==> config.mk <==
export PLATFORM = sky130hd
export DESIGN_NAME = ext_link_port
export DESIGN_NICKNAME = d
export VERILOG_FILES = /design/src/rtl/ext_link_port.sv
export SDC_FILE = /design/constraint.sdc
export NUM_CORES = 1
export LEC_CHECK = 0
export CAP_MARGIN = 40
export CELL_PAD_IN_SITES_DETAIL_PLACEMENT = 0
export CELL_PAD_IN_SITES_GLOBAL_PLACEMENT = 2
export CORE_ASPECT_RATIO = 1.4
export CORE_MARGIN = 2
export CORE_UTILIZATION = 34
export CTS_CLUSTER_DIAMETER = 200
export DETAILED_ROUTE_END_ITERATION = 12
export PLACE_DENSITY = 0.78
export SYNTH_ARGS = -nofsm -noshare
export SYNTH_HDL_FRONTEND = slang
export SYNTH_SLANG_ARGS = --single-unit
==> constraint.sdc <==
create_clock -name clk -period 2 [get_ports clk]
set_clock_uncertainty 0.1 [all_clocks]
set_input_delay 0.4 -clock clk [delete_from_list [all_inputs] [get_ports clk]]
set_output_delay 0.4 -clock clk [all_outputs]
set_load 0.01 [all_outputs]
==> src/rtl/ext_link_port.sv <==
// ext_link_port: one-word bidirectional serial port over an external GPIO link.
// TX frames a latched word as start, seq, data (LSB first), optional even parity
// and stop, then waits for an ACK and retransmits a bounded number of times.
// RX samples mid-bit, rejects bad frames, suppresses duplicates by seq bit and
// answers good frames with a 2-bit-period ACK pulse.
module ext_link_port #(
    parameter int DATA_W       = 8,
    parameter int CLKS_PER_BIT = 4,
    parameter int PARITY_EN    = 1,
    parameter int ACK_TIMEOUT  = 4,
    parameter int MAX_RETRY    = 3
) (
    input  logic              clk,
    input  logic              reset,
    input  logic              tx_start,
    input  logic [DATA_W-1:0] tx_data,
    output logic              tx_busy,
    output logic              tx_done,
    output logic              tx_fail,
    output logic [2:0]        state_tx,
    output logic              tick,
    output logic              ext_data_out,
    input  logic              ack_in,
    input  logic              ext_data_in,
    output logic              ack_out,
    input  logic              receiver_en,
    output logic [DATA_W-1:0] rx_data,
    output logic              rx_valid,
    output logic              rx_err
);

    localparam int TW = $clog2(CLKS_PER_BIT);
    localparam int RW = $clog2(2 * CLKS_PER_BIT);
    localparam logic [TW-1:0] TICK_LAST = TW'(CLKS_PER_BIT - 1);
    localparam logic [RW-1:0] HALF_LAST = RW'(CLKS_PER_BIT / 2 - 1);
    localparam logic [RW-1:0] BIT_LAST  = RW'(CLKS_PER_BIT - 1);
    localparam logic [RW-1:0] ACK_LAST  = RW'(2 * CLKS_PER_BIT - 1);
    localparam logic [5:0]    DW6       = 6'(DATA_W);
    localparam logic [5:0]    RX_LAST   = 6'(DATA_W + 1 + PARITY_EN);
    localparam logic [15:0]   WIN_LAST  = 16'(ACK_TIMEOUT - 1);
    localparam logic [3:0]    RETRY_MAX = 4'(MAX_RETRY);

    typedef enum logic [2:0] {
        TX_IDLE     = 3'd0,
        TX_START    = 3'd1,
        TX_DATA     = 3'd2,
        TX_PARITY   = 3'd3,
        TX_STOP     = 3'd4,
        TX_WAIT_ACK = 3'd5,
        TX_DONE     = 3'd6,
        TX_FAIL     = 3'd7
    } tx_state_t;

    typedef enum logic [1:0] {
        RX_IDLE,
        RX_START_CHK,
        RX_BITS,
        RX_ACK
    } rx_state_t;

    // Even-parity bit: makes the count of ones over {seq, data, parity} even.
    function automatic logic even_par(input logic s, input logic [DATA_W-1:0] d);
        return s ^ (^d);
    endfunction

    logic [TW-1:0]     tick_cnt;
    logic              ext_sync_p0, ext_sync_p1, ext_sync_p2;
    logic              ack_sync_p0, ack_sync_p1;

    tx_state_t         tx_state;
    logic              tx_pend, tx_seq, ext_out_r, tx_done_r, tx_fail_r;
    logic [DATA_W-1:0] tx_buf, tx_shift;
    logic [5:0]        tx_bit_cnt;
    logic [15:0]       ack_win;
    logic [3:0]        retry_cnt;

    rx_state_t         rx_state;
    logic [RW-1:0]     rx_cnt;
    logic [5:0]        rx_idx;
    logic              rx_seq_r, rx_par_r, rx_last_seq;
    logic              rx_valid_r, rx_err_r, ack_out_r;
    logic [DATA_W-1:0] rx_shift, rx_data_r;
    logic              rx_par_ok;

    assign tick         = (tick_cnt == TICK_LAST);
    assign tx_busy      = (tx_state != TX_IDLE) || tx_pend;
    assign tx_done      = tx_done_r;
    assign tx_fail      = tx_fail_r;
    assign state_tx     = tx_state;
    assign ext_data_out = ext_out_r;
    assign ack_out      = ack_out_r;
    assign rx_data      = rx_data_r;
    assign rx_valid     = rx_valid_r;
    assign rx_err       = rx_err_r;
    assign rx_par_ok    = (PARITY_EN == 0) || (even_par(rx_seq_r, rx_shift) == rx_par_r);

    // Free-running bit-period counter for the transmitter.
    always_ff @(posedge clk) begin
        if (reset || tick_cnt == TICK_LAST) tick_cnt <= '0;
        else                                tick_cnt <= tick_cnt + TW'(1);
    end

    // Two-flop synchronisers for the asynchronous link inputs, plus one delay for edge detect.
    always_ff @(posedge clk) begin
        if (reset) begin
            ext_sync_p0 <= 1'b1;
            ext_sync_p1 <= 1'b1;
            ext_sync_p2 <= 1'b1;
            ack_sync_p0 <= 1'b0;
            ack_sync_p1 <= 1'b0;
        end else begin
            ext_sync_p0 <= ext_data_in;
            ext_sync_p1 <= ext_sync_p0;
            ext_sync_p2 <= ext_sync_p1;
            ack_sync_p0 <= ack_in;
            ack_sync_p1 <= ack_sync_p0;
        end
    end

    // TX FSM: the line value for each state is registered on entry to that state.
    always_ff @(posedge clk) begin
        if (reset) begin
            tx_state   <= TX_IDLE;
            tx_pend    <= 1'b0;
            tx_seq     <= 1'b0;
            tx_bit_cnt <= '0;
            ack_win    <= '0;
            retry_cnt  <= '0;
            ext_out_r  <= 1'b1;
            tx_done_r  <= 1'b0;
            tx_fail_r  <= 1'b0;
        end else begin
            tx_done_r <= 1'b0;
            tx_fail_r <= 1'b0;
            case (tx_state)
                TX_IDLE: begin
                    if (tx_pend) begin
                        if (tick) begin
                            tx_pend   <= 1'b0;
                            tx_state  <= TX_START;
                            ext_out_r <= 1'b0;
                        end
                    end else if (tx_start) begin
                        tx_pend   <= 1'b1;
                        tx_buf    <= tx_data;
                        retry_cnt <= '0;
                    end
                end
                TX_START: begin
                    if (tick) begin
                        tx_state   <= TX_DATA;
                        ext_out_r  <= tx_seq;
                        tx_shift   <= tx_buf;
                        tx_bit_cnt <= '0;
                    end
                end
                TX_DATA: begin
                    if (tick) begin
                        if (tx_bit_cnt == DW6) begin
                            if (PARITY_EN != 0) begin
                                tx_state  <= TX_PARITY;
                                ext_out_r <= even_par(tx_seq, tx_buf);
                            end else begin
                                tx_state  <= TX_STOP;
                                ext_out_r <= 1'b1;
                            end
                        end else begin
                            ext_out_r  <= tx_shift[0];
                            tx_shift   <= tx_shift >> 1;
                            tx_bit_cnt <= tx_bit_cnt + 6'd1;
                        end
                    end
                end
                TX_PARITY: begin
                    if (tick) begin
                        tx_state  <= TX_STOP;
                        ext_out_r <= 1'b1;
                    end
                end
                TX_STOP: begin
                    if (tick) begin
                        tx_state <= TX_WAIT_ACK;
                        ack_win  <= '0;
                    end
                end
                TX_WAIT_ACK: begin
                    if (ack_sync_p1) begin
                        tx_state  <= TX_DONE;
                        tx_done_r <= 1'b1;
                    end else if (tick) begin
                        if (ack_win == WIN_LAST) begin
                            if (retry_cnt < RETRY_MAX) begin
                                retry_cnt <= retry_cnt + 4'd1;
                                tx_state  <= TX_START;
                                ext_out_r <= 1'b0;
                            end else begin
                                tx_state  <= TX_FAIL;
                                tx_fail_r <= 1'b1;
                            end
                        end else begin
                            ack_win <= ack_win + 16'd1;
                        end
                    end
                end
                TX_DONE: begin
                    tx_seq   <= ~tx_seq;
                    tx_state <= TX_IDLE;
                end
                default: tx_state <= TX_IDLE;
            endcase
        end
    end

    // RX FSM: mid-bit sampling from the start edge, duplicate filter and ACK pulse.
    always_ff @(posedge clk) begin
        if (reset) begin
            rx_state    <= RX_IDLE;
            rx_cnt      <= '0;
            rx_idx      <= '0;
            rx_last_seq <= 1'b1;
            rx_data_r   <= '0;
            rx_valid_r  <= 1'b0;
            rx_err_r    <= 1'b0;
            ack_out_r   <= 1'b0;
        end else begin
            rx_valid_r <= 1'b0;
            rx_err_r   <= 1'b0;
            if (!receiver_en) begin
                rx_state  <= RX_IDLE;
                ack_out_r <= 1'b0;
            end else begin
                case (rx_state)
                    RX_IDLE: begin
                        if (ext_sync_p2 && !ext_sync_p1) begin
                            rx_state <= RX_START_CHK;
                            rx_cnt   <= '0;
                        end
                    end
                    RX_START_CHK: begin
                        if (rx_cnt == HALF_LAST) begin
                            rx_cnt <= '0;
                            rx_idx <= '0;
                            rx_state <= ext_sync_p1 ? RX_IDLE : RX_BITS;
                        end else begin
                            rx_cnt <= rx_cnt + RW'(1);
                        end
                    end
                    RX_BITS: begin
                        if (rx_cnt == BIT_LAST) begin
                            rx_cnt <= '0;
                            rx_idx <= rx_idx + 6'd1;
                            if (rx_idx == 6'd0) begin
                                rx_seq_r <= ext_sync_p1;
                            end else if (rx_idx == RX_LAST) begin
                                if (ext_sync_p1 && rx_par_ok) begin
                                    if (rx_seq_r != rx_last_seq) begin
                                        rx_data_r   <= rx_shift;
                                        rx_valid_r  <= 1'b1;
                                        rx_last_seq <= rx_seq_r;
                                    end
                                    rx_state  <= RX_ACK;
                                    ack_out_r <= 1'b1;
                                end else begin
                                    rx_err_r <= 1'b1;
                                    rx_state <= RX_IDLE;
                                end
                            end else if (rx_idx <= DW6) begin
                                rx_shift <= DATA_W'({ext_sync_p1, rx_shift} >> 1);
                            end else begin
                                rx_par_r <= ext_sync_p1;
                            end
                        end else begin
                            rx_cnt <= rx_cnt + RW'(1);
                        end
                    end
                    default: begin
                        if (rx_cnt == ACK_LAST) begin
                            ack_out_r <= 1'b0;
                            rx_state  <= RX_IDLE;
                        end else begin
                            rx_cnt <= rx_cnt + RW'(1);
                        end
                    end
                endcase
            end
        end
    end

endmodule

# Word level (Yosys, flattened, before mapping)
# Cells that the tools add are included.
totals:
  regBits: 90
  out_inout_bits: 19
  in_bits: 14
  elab_cells: 205
classes:
  n_bitwise: 16
  n_eq_ne: 41
  muxes: 73
  addsub: 6
  n_reduce_logical: 39
  order_cmp: 2
op_table:
  columns: ["op", "n"]
  rows:
  - ["$mux 16", 4]
  - ["$mux 3", 15]
  - ["$ne 2x2->1 const B", 21]
  - ["$pmux 16 s2", 1]
  - ["$mux 6", 5]
  - ["$reduce_and 7->1", 4]
  - ["$mux 4", 6]
  - ["$mux 8", 3]
  - ["$pmux 6 s2", 2]
  - ["$mux 1", 22]
  - ["$pmux 3 s6", 1]
  - ["$add 16x1->16 const B", 1]
  - ["$eq 16x2->1 const B", 1]
  - ["$mux 2", 8]
  - ["$pmux 8 s2", 1]
  - ["$reduce_xor 8->1", 2]
  - ["$reduce_and 5->1", 3]
  - ["$not 1->1", 14]
  - ["$add 6x1->6 const B", 2]
  - ["$eq 3x3->1 const B", 4]
  - ["$eq 6x4->1 const B", 2]
  - ["$reduce_and 4->1", 3]
  - ["$reduce_and 6->1", 2]
  - ["$reduce_and 10->1", 1]
  - ["other kinds (35)", 49]

# Logic depth before layout (Yosys ltp)
# Gate-level depths: netlist (run 1).
logic_depth:
  word_depth: 9
  depth_mapped: 8
  depth_no_buf: 7

# Worst setup path before layout (run 1)
# Ideal clock, no wire load.
synth_path:
  path_kind: "reg-to-reg"
  start: "register tx_state[0], in the netlist state_tx[0]"
  end: "register tx_shift[0] (enable)"
  path_stages_with_launch: 6
  t_arrival_ns: 1.586
  slack_ns: -0.017
  period_less_slack_ns: 2.017
  t_required_ns: 1.568
  setup_ns: 0.332
  n_path_buf: 1
  cell_sequence: "dfxtp_1 buf_2 clkinv_1 nor2_1 o21a_1 and2_1"
synth_between:
  elab_chain_len: 3
  elab_cells_between_ends: 7
  cone_classes: "eq/ne (5); reduce/logical (2)"
synth_rtl:
  columns: ["item", "line", "text"]
  rows:
  - ["start, declared", "70", "tx_state_t tx_state;"]
  - ["start signal, assigned", "123", "tx_state <= TX_IDLE;"]
  - ["start signal, assigned", "140", "tx_state <= TX_START;"]
  - ["start signal, assigned", "151", "tx_state <= TX_DATA;"]
  - ["$eq 3x2->1 or $eq 3x1->1 (tied branches)", "135", "case (tx_state)"]
  - ["$ne 2x2->1 (no line) or $reduce_bool 2->1 (tied branches)", null, null]
  - ["$reduce_and 5->1 (no line) *", null, null]
  - ["end signal, assigned", "153", "tx_shift <= tx_buf;"]
  - ["end signal, assigned", "169", "tx_shift <= tx_shift >> 1;"]
  - ["end, declared", "72", "logic [DATA_W-1:0] tx_buf, tx_shift;"]
# Mark *: on every way between the ends. The rest lies on a longest branch, timed or not.
# A chain may end at the register's enable or synchronous reset.

# Final worst setup path (run 1)
layout_path:
  start: "register rx_shift[0]"
  end: "register rx_data_r[7], in the netlist rx_data[7]"
layout_between:
  elab_chain_len: 5
layout_rtl:
  columns: ["item", "line", "text"]
  rows:
  - ["start, declared", "82", "logic [DATA_W-1:0] rx_shift, rx_data_r;"]
  - ["start signal, assigned", "268", "rx_shift <= DATA_W'({ext_sync_p1, rx_shift} >> 1);"]
  - ["$reduce_xor 8->1", "63", "return s ^ (^d);"]
  - ["$xor 1x1->1", "63", null]
  - ["$eq 1x1->1", "95", "assign rx_par_ok = (PARITY_EN == 0) || (even_par(rx_seq_r, rx_shift) == rx_par_r);"]
  - ["$logic_and 1x1->1", "255", "if (ext_sync_p1 && rx_par_ok) begin"]
  - ["$reduce_and 7->1 (no line)", null, null]
  - ["end signal, assigned", "257", "rx_data_r <= rx_shift;"]
  - ["end, declared", "82", null]
# No other way between the ends.

==> results of run 1 <==
==> through the flow <==
| step | power, W | setup WS, ns | hold slack [ns] |
|---|---|---|---|
| 2_1_floorplan | 0.002053 | 0.06032 | 0.2895 |
| 3_3_place_gp | 0.002146 | 0.009069 | 0.3111 |
| 3_5_place_dp | 0.002149 | -0.02739 | 0.3115 |
| 4_1_cts | 0.003899 | 0.005500 | 0.3272 |
| 5_1_grt | 0.003971 | -0.06583 | 0.3437 |
| 6_report | 0.003841 | 0.03714 | 0.3258 |
==> cell families (layout without fill, tap and decap cells) <==
kind of cell | count (synthesis) | after routing | synth area share
adders and majority gates | 13 | 13 | 0.03766
buffers and inverters | 40 | 113 | 0.03911
muxes | 10 | 10 | 0.02549
xor gates and xnor gates | 40 | 40 | 0.09560
DFF | 90 | 90 | 0.4774
AOI/OAI and AO/OA | 86 | 86 | 0.1269
and+or+nand+nor | 155 | 155 | 0.1979
==> worst max-delay path by stage <==
stage	from	endpoint	slack [ns]	cells after the start
after detailed placement	tx_start	retry_cnt[1]	-0.03	6
after global placement	tx_start	retry_cnt[1]	0.009	6
after CTS	rx_shift[1]	rx_data[1]	0.006	5
final	rx_shift[0]	rx_data[7]	0.04	5
after floorplan	state_tx[0]	tx_shift[0]	0.06	5
after global routing	rx_cnt[0]	rx_last_seq	-0.07	8
==> registers in the layout, summed over array words and instances, names as in the netlist, 2 cells and up <==
signal	count
ack_win	16
rx_data	8
rx_shift	8
tx_buf	8
tx_shift	8
rx_idx	6
tx_bit_cnt	6
retry_cnt	4
rx_cnt	3
state_tx	3
rx_state	2
tick_cnt	2
==> cells in the mapped netlist, types with 4 or more instances <==
cell type                   n  area, um^2
sky130_fd_sc_hd__a21oi_1   29       145.1
sky130_fd_sc_hd__and2_1     6       37.54
sky130_fd_sc_hd__and3_1     7       43.79
sky130_fd_sc_hd__and4_1     5       43.79
sky130_fd_sc_hd__clkbuf_1  12       45.04
sky130_fd_sc_hd__dfxtp_1   64        1281
sky130_fd_sc_hd__edfxtp_1  26       780.8
sky130_fd_sc_hd__ha_1      13       162.7
sky130_fd_sc_hd__inv_1     19       71.32
sky130_fd_sc_hd__mux2_2     8       90.09
sky130_fd_sc_hd__nand2_1   22       82.58
sky130_fd_sc_hd__nand2b_1   5       31.28
sky130_fd_sc_hd__nand3_1   11       55.05
sky130_fd_sc_hd__nand4_1   19       118.9
sky130_fd_sc_hd__nor2_1    42       157.7
sky130_fd_sc_hd__nor2b_1    9       56.30
sky130_fd_sc_hd__nor3_1     5       25.02
sky130_fd_sc_hd__nor3b_1    4       30.03
sky130_fd_sc_hd__o21ai_0   15       75.07
sky130_fd_sc_hd__o31ai_1   10       75.07
sky130_fd_sc_hd__xnor2_1   15       131.4
sky130_fd_sc_hd__xor2_1    20       175.2
==> metal layers <==
| layer | GRT usage | vias to the layer above | part of all wire |
|---|---|---|---|
| li1 | - | 1689 | - |
| met1 | 0.1806 | 1617 | 0.46 |
| met2 | 0.2470 | 53 | 0.50 |
| met3 | 0.03146 | 15 | 0.028 |
| met4 | 0.06393 | 0 | 0.017 |
| met5 | 0 | - | 0 |
==> worst max-delay path, cell delays in order, from the launching register on <==
cell	delay, ns
sky130_fd_sc_hd__edfxtp_1	0.41
sky130_fd_sc_hd__xor2_1	0.18
sky130_fd_sc_hd__xnor3_2	0.54
sky130_fd_sc_hd__xor2_4	0.24
sky130_fd_sc_hd__o31ai_1	0.29
sky130_fd_sc_hd__a21oi_1	0.09
==> power by group <==
group | switching (W) | internal [W] | total [W]
sequential | 0.0000175 | 0.00189 | 0.00191
clock | 0.000747 | 0.000981 | 0.00173
combinational | 0.0000963 | 0.000106 | 0.000202
total | 0.000860 | 0.00298 | 0.00384
==> final cells by class <==
cell class | count | area [um^2] | share of cell area
Multi-Input combinational cell | 304 | 2188 | 0.3969
Sequential cell | 90 | 2068 | 0.3751
Timing Repair Buffer | 77 | 693.2 | 0.1257
Clock buffer | 9 | 225.2 | 0.04084
Tap cell | 150 | 187.7 | 0.03404
Clock inverter | 7 | 76.32 | 0.01384
Inverter | 20 | 75.07 | 0.01361
==> timing repair <==
| action | in CTS | in global routing |
|---|---|---|
| pin swaps | 0 | 8 |
| setup buffers | 1 | 2 |
| cloned | 0 | 0 |
| resized for setup | 8 | 21 |
| hold endpoints to repair | 0 | 0 |
| setup endpoints to repair | 7 | 33 |
==> results.txt, run 1 <==
* Critical Path Source Type: register
- Core footprint: about 12000 um^2
- Most common cell after layout, fill and taps aside: sky130_fd_sc_hd__dfxtp_1
* Non-Filler Instances: around 660
- Clk Latency, worst-skew pair: approximately 0.34 ns
- Antenna violations before repair: 0
- Detailed routing inserted a total of roughly 3400 vias.
- RR Startpoint: rx_shift[0]
- Maximum clock insertion buffer count: 2
- Setup repair after global routing missed its margin: yes
- Counting flops with a built-in enable in the synthesized netlist gives 26.
- Cell area after layout: between 5000 and 6000 um^2
- Worst r2r path cells: 5
* Fraction of final layout cells with drive strength greater than 1: 0.1972
* Largest net degree at the start of global routing: 17
- STA puts the critical path data required time at around 2.1 ns.
- Period Utilization, post-route: 0.9814
- Worst hold start: ext_sync_p0
- Diodes inserted: 0
* Filler instances: 1203
* Clock sinks: 90
- Setup violations remaining at the end of the flow were counted as 0.
- Power spread over the standard cell area amounts to ~700 nW/um^2.
* CTS tree: built
* Boundary Pins: 33
- Final Hold Fails: 0
* Estimated wirelength of the detail-placed design: between 6000 and 7000 um
* Final slew viol count: 0
- After clock tree synthesis, the flow added hold-fix buffers numbering 0.
- At the end of the flow the core is filled with cells to 0.4457.
* DP Cell Count: 638
- Once detail routing completed, the nets flagged for antenna violations numbered 0.
- A synthesized cell averages 9.952 um^2.
- STA puts the critical path data arrival time at 2.08 ns.
- Number of global-route vias before repair: approximately 3400
- Worst relative slew slack: 0.5564
* Kind of critical path: register to register
* Pleak: about 2 nW
* Share of the yosys chip area belonging to registers: 0.4774
- After synthesis, the share of flip-flops with an asynchronous set or reset is 0.
- The area growth from synthesis to layout is 27.67%.
* Top library cells by usage in the layout, fill and taps aside: sky130_fd_sc_hd__dfxtp_1 (61), sky130_fd_sc_hd__nor2_1 (42), sky130_fd_sc_hd__buf_4 (41)
- Counting every instance in the synthesized netlist gives approximately 430.
* Hold Path Class: register to register
- The setup check on the worst reg-to-reg path leaves a slack of 0.04 ns.
- Measured slew at the worst slew-check pin: 0.6551 ns
* Synth Cell Area: ~4300 um^2
- The first routing iteration left between 90 and 100 violations.
- The number of different library cells used by synthesis comes to 67.
* Gr usage total: 0.1467
- Derived from the worst setup path, the maximum achievable clock frequency is between 500 and 600 MHz.
* Aggregate negative setup slack: 0 ns
- Clock buffer count from CTS: 9
- Net count of the mapped netlist: approximately 460
* Overall routed net length: 9586 um
* Avg WL per Cell: between 10 and 15 um
- The worst setup path is captured at a register.
- Clock transition at the registers of the reported paths: around 0.060 ns
- For this configuration, the core starts out at a cell density of 0.3491.
- Count of maximum capacitance violations: 0
- For this run, the number of Yosys warnings is 0.
- The die is approximately 99 um wide.
* Total Die Area: 13630 um^2
* CTS HTree Levels: 3
- Worst hold stages: 1
- Post-placement cell area: between 5000 and 6000 um^2
* Die Ht: ~140 um
- In this run, synthesis produced a sequential element count of 90.
* Maximum net fanout on the critical path: 9
- In the final design database the tool counted ~530 nets.
* Drt pass-1 iters: 5
- Routability-driven placement finished with a final weighted congestion of 0.7408.
* Clk Tree Root Cell: sky130_fd_sc_hd__clkbuf_16
- Drt drc: 0
- The worst register-to-register path ends at rx_data[7].
- In the synthesized netlist the dominant register cell turns out to be sky130_fd_sc_hd__dfxtp_1.
* Cell Rows: 48
- The path with the worst hold slack has its endpoint at ext_sync_p1.
* Port Buffers: 32
- Wire length of the first global-routing pass: around 16000 um
- Across the VDD grid, the largest voltage drop is about 0.00041 V.
- Run status: complete, no violations
- The worst path in the final design needs a cycle of around 2 ns, including I/O delays and setup.
* Final global-route overflow total: 0
* Routed vias/inst: a little over 5
Note: power is estimated with default switching activity, not from simulation.
==> run 2, diff against run 1 <==
--- a/config.mk
+++ b/config.mk
@@ -11,7 +11,6 @@
 export CORE_ASPECT_RATIO = 1.4
 export CORE_MARGIN = 2
 export CORE_UTILIZATION = 34
-export CTS_CLUSTER_DIAMETER = 200
 export DETAILED_ROUTE_END_ITERATION = 12
 export PLACE_DENSITY = 0.78
 export SYNTH_ARGS = -nofsm -noshare
==> results of run 2 <==
The final DEF is identical to that of run 1; final timing and power are the same.
==> run 3, diff against run 2 <==
--- a/config.mk
+++ b/config.mk
@@ -12,7 +12,7 @@
 export CORE_MARGIN = 2
 export CORE_UTILIZATION = 34
 export DETAILED_ROUTE_END_ITERATION = 12
-export PLACE_DENSITY = 0.78
+export PLACE_DENSITY_LB_ADDON = 0.1
 export SYNTH_ARGS = -nofsm -noshare
 export SYNTH_HDL_FRONTEND = slang
 export SYNTH_SLANG_ARGS = --single-unit
==> run 3 against run 2 <==
Clock power down 8%; setup slack better by 0.035 ns; non-clock buffer count is 7 higher; via count shrank 0.47%; sequential share of layout area decreased by 0.19 points; global-route usage grew 1.1 points; largest cell class unchanged; highest routed layer unchanged.
==> results.txt, run 3 (synthesized netlist as in run 1, its figures left out) <==
- Kind of critical path: register to register
- Clock sinks: 90
- Counting tap cells, the placed design contains a total of 646 instances.
- The core region is about 12000 um^2.
- Clock transition at the registers of the reported paths: roughly 0.060 ns
- Largest Register: ack_win
* Boundary Pins: 33
- After filler insertion, the fill cell instance count of the layout stands at ~1200.
* Overall routed net length: a little over 10000 um
* Met3 wire length: around 210 um
* # nets final: roughly 540
- Critical Path Sink Type: register
* Endpoint of the most critical register-to-register path: rx_data[7]
- Counting the buffers created by CTS gives 9.
- Number of global-route vias before repair: approximately 3400
* Maximum net fanout on the critical path: 5
* Final global-route overflow total: 0
- Final Hold Fails: 0
- In the final layout, the share of cells above drive strength 1 is 0.2140.
* Minimum clock period after layout: 1.928 ns
- RR Startpoint: rx_cnt[0]
* GPL Wtd Cong: ~0.75
- The clock tree synthesis step divided the H-tree into 3 levels.
- The analysis attributes to cell leakage a power of about 2.0 nW.
* Cell area after layout: around 5500 um^2
- Routed vias/inst: roughly 5.1
* Post-placement cell area: about 5000 um^2
* Top library cells by usage in the layout, fill and taps aside: sky130_fd_sc_hd__dfxtp_1 (60), sky130_fd_sc_hd__buf_4 (48), sky130_fd_sc_hd__nor2_1 (42)
- Across every metal layer, demand over resource in global routing totals 0.1576.
- Largest net degree at the start of global routing: 17
- The flow ran to the end, and the final reports show no timing, DRC or antenna violations.
* Clk Latency, worst-skew pair: around 0.33 ns
- Tracing the worst setup path back leads to its startpoint at rx_cnt[0].
* Estimated wirelength of the detail-placed design: around 7400 um
- Max-cap violations in this run came to 0.
* Critical Path Source Type: register
- The worst-case IR drop observed on VDD is about 0.00043 V.
- In this design, the critical path's most frequently occurring cell is sky130_fd_sc_hd__ha_2.
* Drt drc: 0
* Number of violations reported at the end of detailed-routing iteration 0: around 120
* Reg-to-reg setup timing slack: 0.07 ns
* Synthesis-to-layout area growth: 28.39%
- In the finished design, the share of the clock period the worst path needs comes to 0.9641.
- The detailed router put a total of around 4500 um of wire on met1.
- In this run the tightest slew margin relative to its limit is 0.5811.
- In this run the most critical hold path is launched from ext_sync_p0.
- Drt pass-1 iters: 4
- Port Buffers: 32
- Die span in x: between 90 and 100 um
- STA puts the critical path data required time at roughly 2.1 ns.
* Die Ht: between 100 and 150 um
- The die covers between 10000 and 15000 um^2.
- The initial utilization of the core area, before any placement, comes to 0.3491.
* Area occupied by multi-input gates: roughly 2200 um^2
- Worst r2r path cells: 8
- TritonCTS built the clock tree.
- The first global-routing pass estimated ~17000 um of wire.
- Most common cell after layout, fill and taps aside: sky130_fd_sc_hd__dfxtp_1
- Critical-path cell list: ha_2, ha_2, and3b_2, and4_4, nand3_4, buf_6, o31ai_1, a21oi_1
* Antenna-violating nets left: 0
- Non-Filler Instances: approximately 660
- The repair_antennas step left the layout with diodes totalling 0.
- Clk Tree Root Cell: sky130_fd_sc_hd__clkbuf_16
- CP max-delay cell: sky130_fd_sc_hd__dfxtp_1
- The critical path ends at rx_data[7].
* Power density of the placed cells: 667.4 nW/um^2
- Maximum clock insertion buffer count: 2
* Number of flip-flops in the largest register: 16
* Sequential Area: 2069 um^2
- Setup repair after global routing missed its margin: yes
* Antenna violations before repair: 0
- Setup violations remaining at the end of the flow were counted as 0.
* Aggregate negative setup slack: 0 ns
* Avg WL per Cell: approximately 15 um
* DR vias: roughly 3400
* Hold Path Class: register to register
- After floorplanning, the core was divided into 48 placement rows.
- WL met2: 5334 um
* Maximum achievable frequency: about 520 MHz
- Max stage delay on crit path: between 0.3 and 0.4 ns
* Uppermost routed layer: met4
* Final slew viol count: 0
- STA puts the critical path data arrival time at about 2.1 ns.
* Measured slew at the worst slew-check pin: a little over 0.6 ns
## run 3: cell types whose count changed in the layout (fill, tap and decap cells not counted), sizes merged
cell           previous run  this run
clkdlybuf4s50            28        30
bufinv                    1         0
dlymetal6s2s              2         0
clkinvlp                  1         4
inv                      22        19
clkbuf                    9        10
buf                      45        52
## run 3: worst min-delay path by stage
stage | to | slack (ns) | depth (start not counted)
final | ext_sync_p1 | 0.31 | 1
after global routing | ext_sync_p1 | 0.32 | 1
after CTS | ext_sync_p1 | 0.31 | 1
after detailed placement | ext_sync_p1 | 0.30 | 1
after global placement | ext_sync_p1 | 0.29 | 1
after floorplan | ext_sync_p1 | 0.29 | 1
## run 3: area by class of cell
type	instances	area share
repair buffers	84	0.1320
inverters	20	0.01354
well taps	150	0.03384
clock inverters	6	0.007671
flip-flops and latches	90	0.3732
multi-input cells	304	0.3967
clock buffers	10	0.04310
## run 3: routing by layer
layer  track usage  vias up
met1        0.1890     1597
met4       0.05632        0
met3       0.03247       11
li1              -     1708
met2        0.2785       42
met5             0        -
## run 3: timing repair
action | 4_1_cts | 5_1_grt
cloned | 0 | 1
resized for setup | 10 | 23
endpoints found under the setup margin | 5 | 21
hold buffers | 0 | 0
setup buffers | 0 | 1
pin swaps | 0 | 9
## run 3: critical path: cells and delay by family, from the launching register on
family	cells	cell delay, ns
flops	1	0.33
buf+inv	1	0.15
simple gates	3	0.56
compound gates	2	0.31
fa+ha+maj	2	0.36
## run 3: where the power goes
group / total (W) / switching (W) / internal, W
clock: 0.00159 / 0.000712 / 0.000874
sequential: 0.00191 / 0.0000179 / 0.00189
combinational: 0.000203 / 0.0000974 / 0.000105
total: 0.00370 / 0.000828 / 0.00287
## run 3: through the flow
| step | utilization | worst slack (ns) | total power (W) | hold slack, ns |
|---|---|---|---|---|
| 2_1_floorplan | - | 0.06032 | 0.002053 | 0.2895 |
| 3_3_place_gp | 0.4140 | -0.04300 | 0.002151 | 0.2925 |
| 3_5_place_dp | 0.4140 | -0.06543 | 0.002154 | 0.2965 |
| 4_1_cts | 0.4386 | 0.01010 | 0.003769 | 0.3119 |
| 5_1_grt | 0.4482 | -0.04544 | 0.003855 | 0.3161 |
| 6_report | 0.4482 | 0.07171 | 0.003701 | 0.3077 |
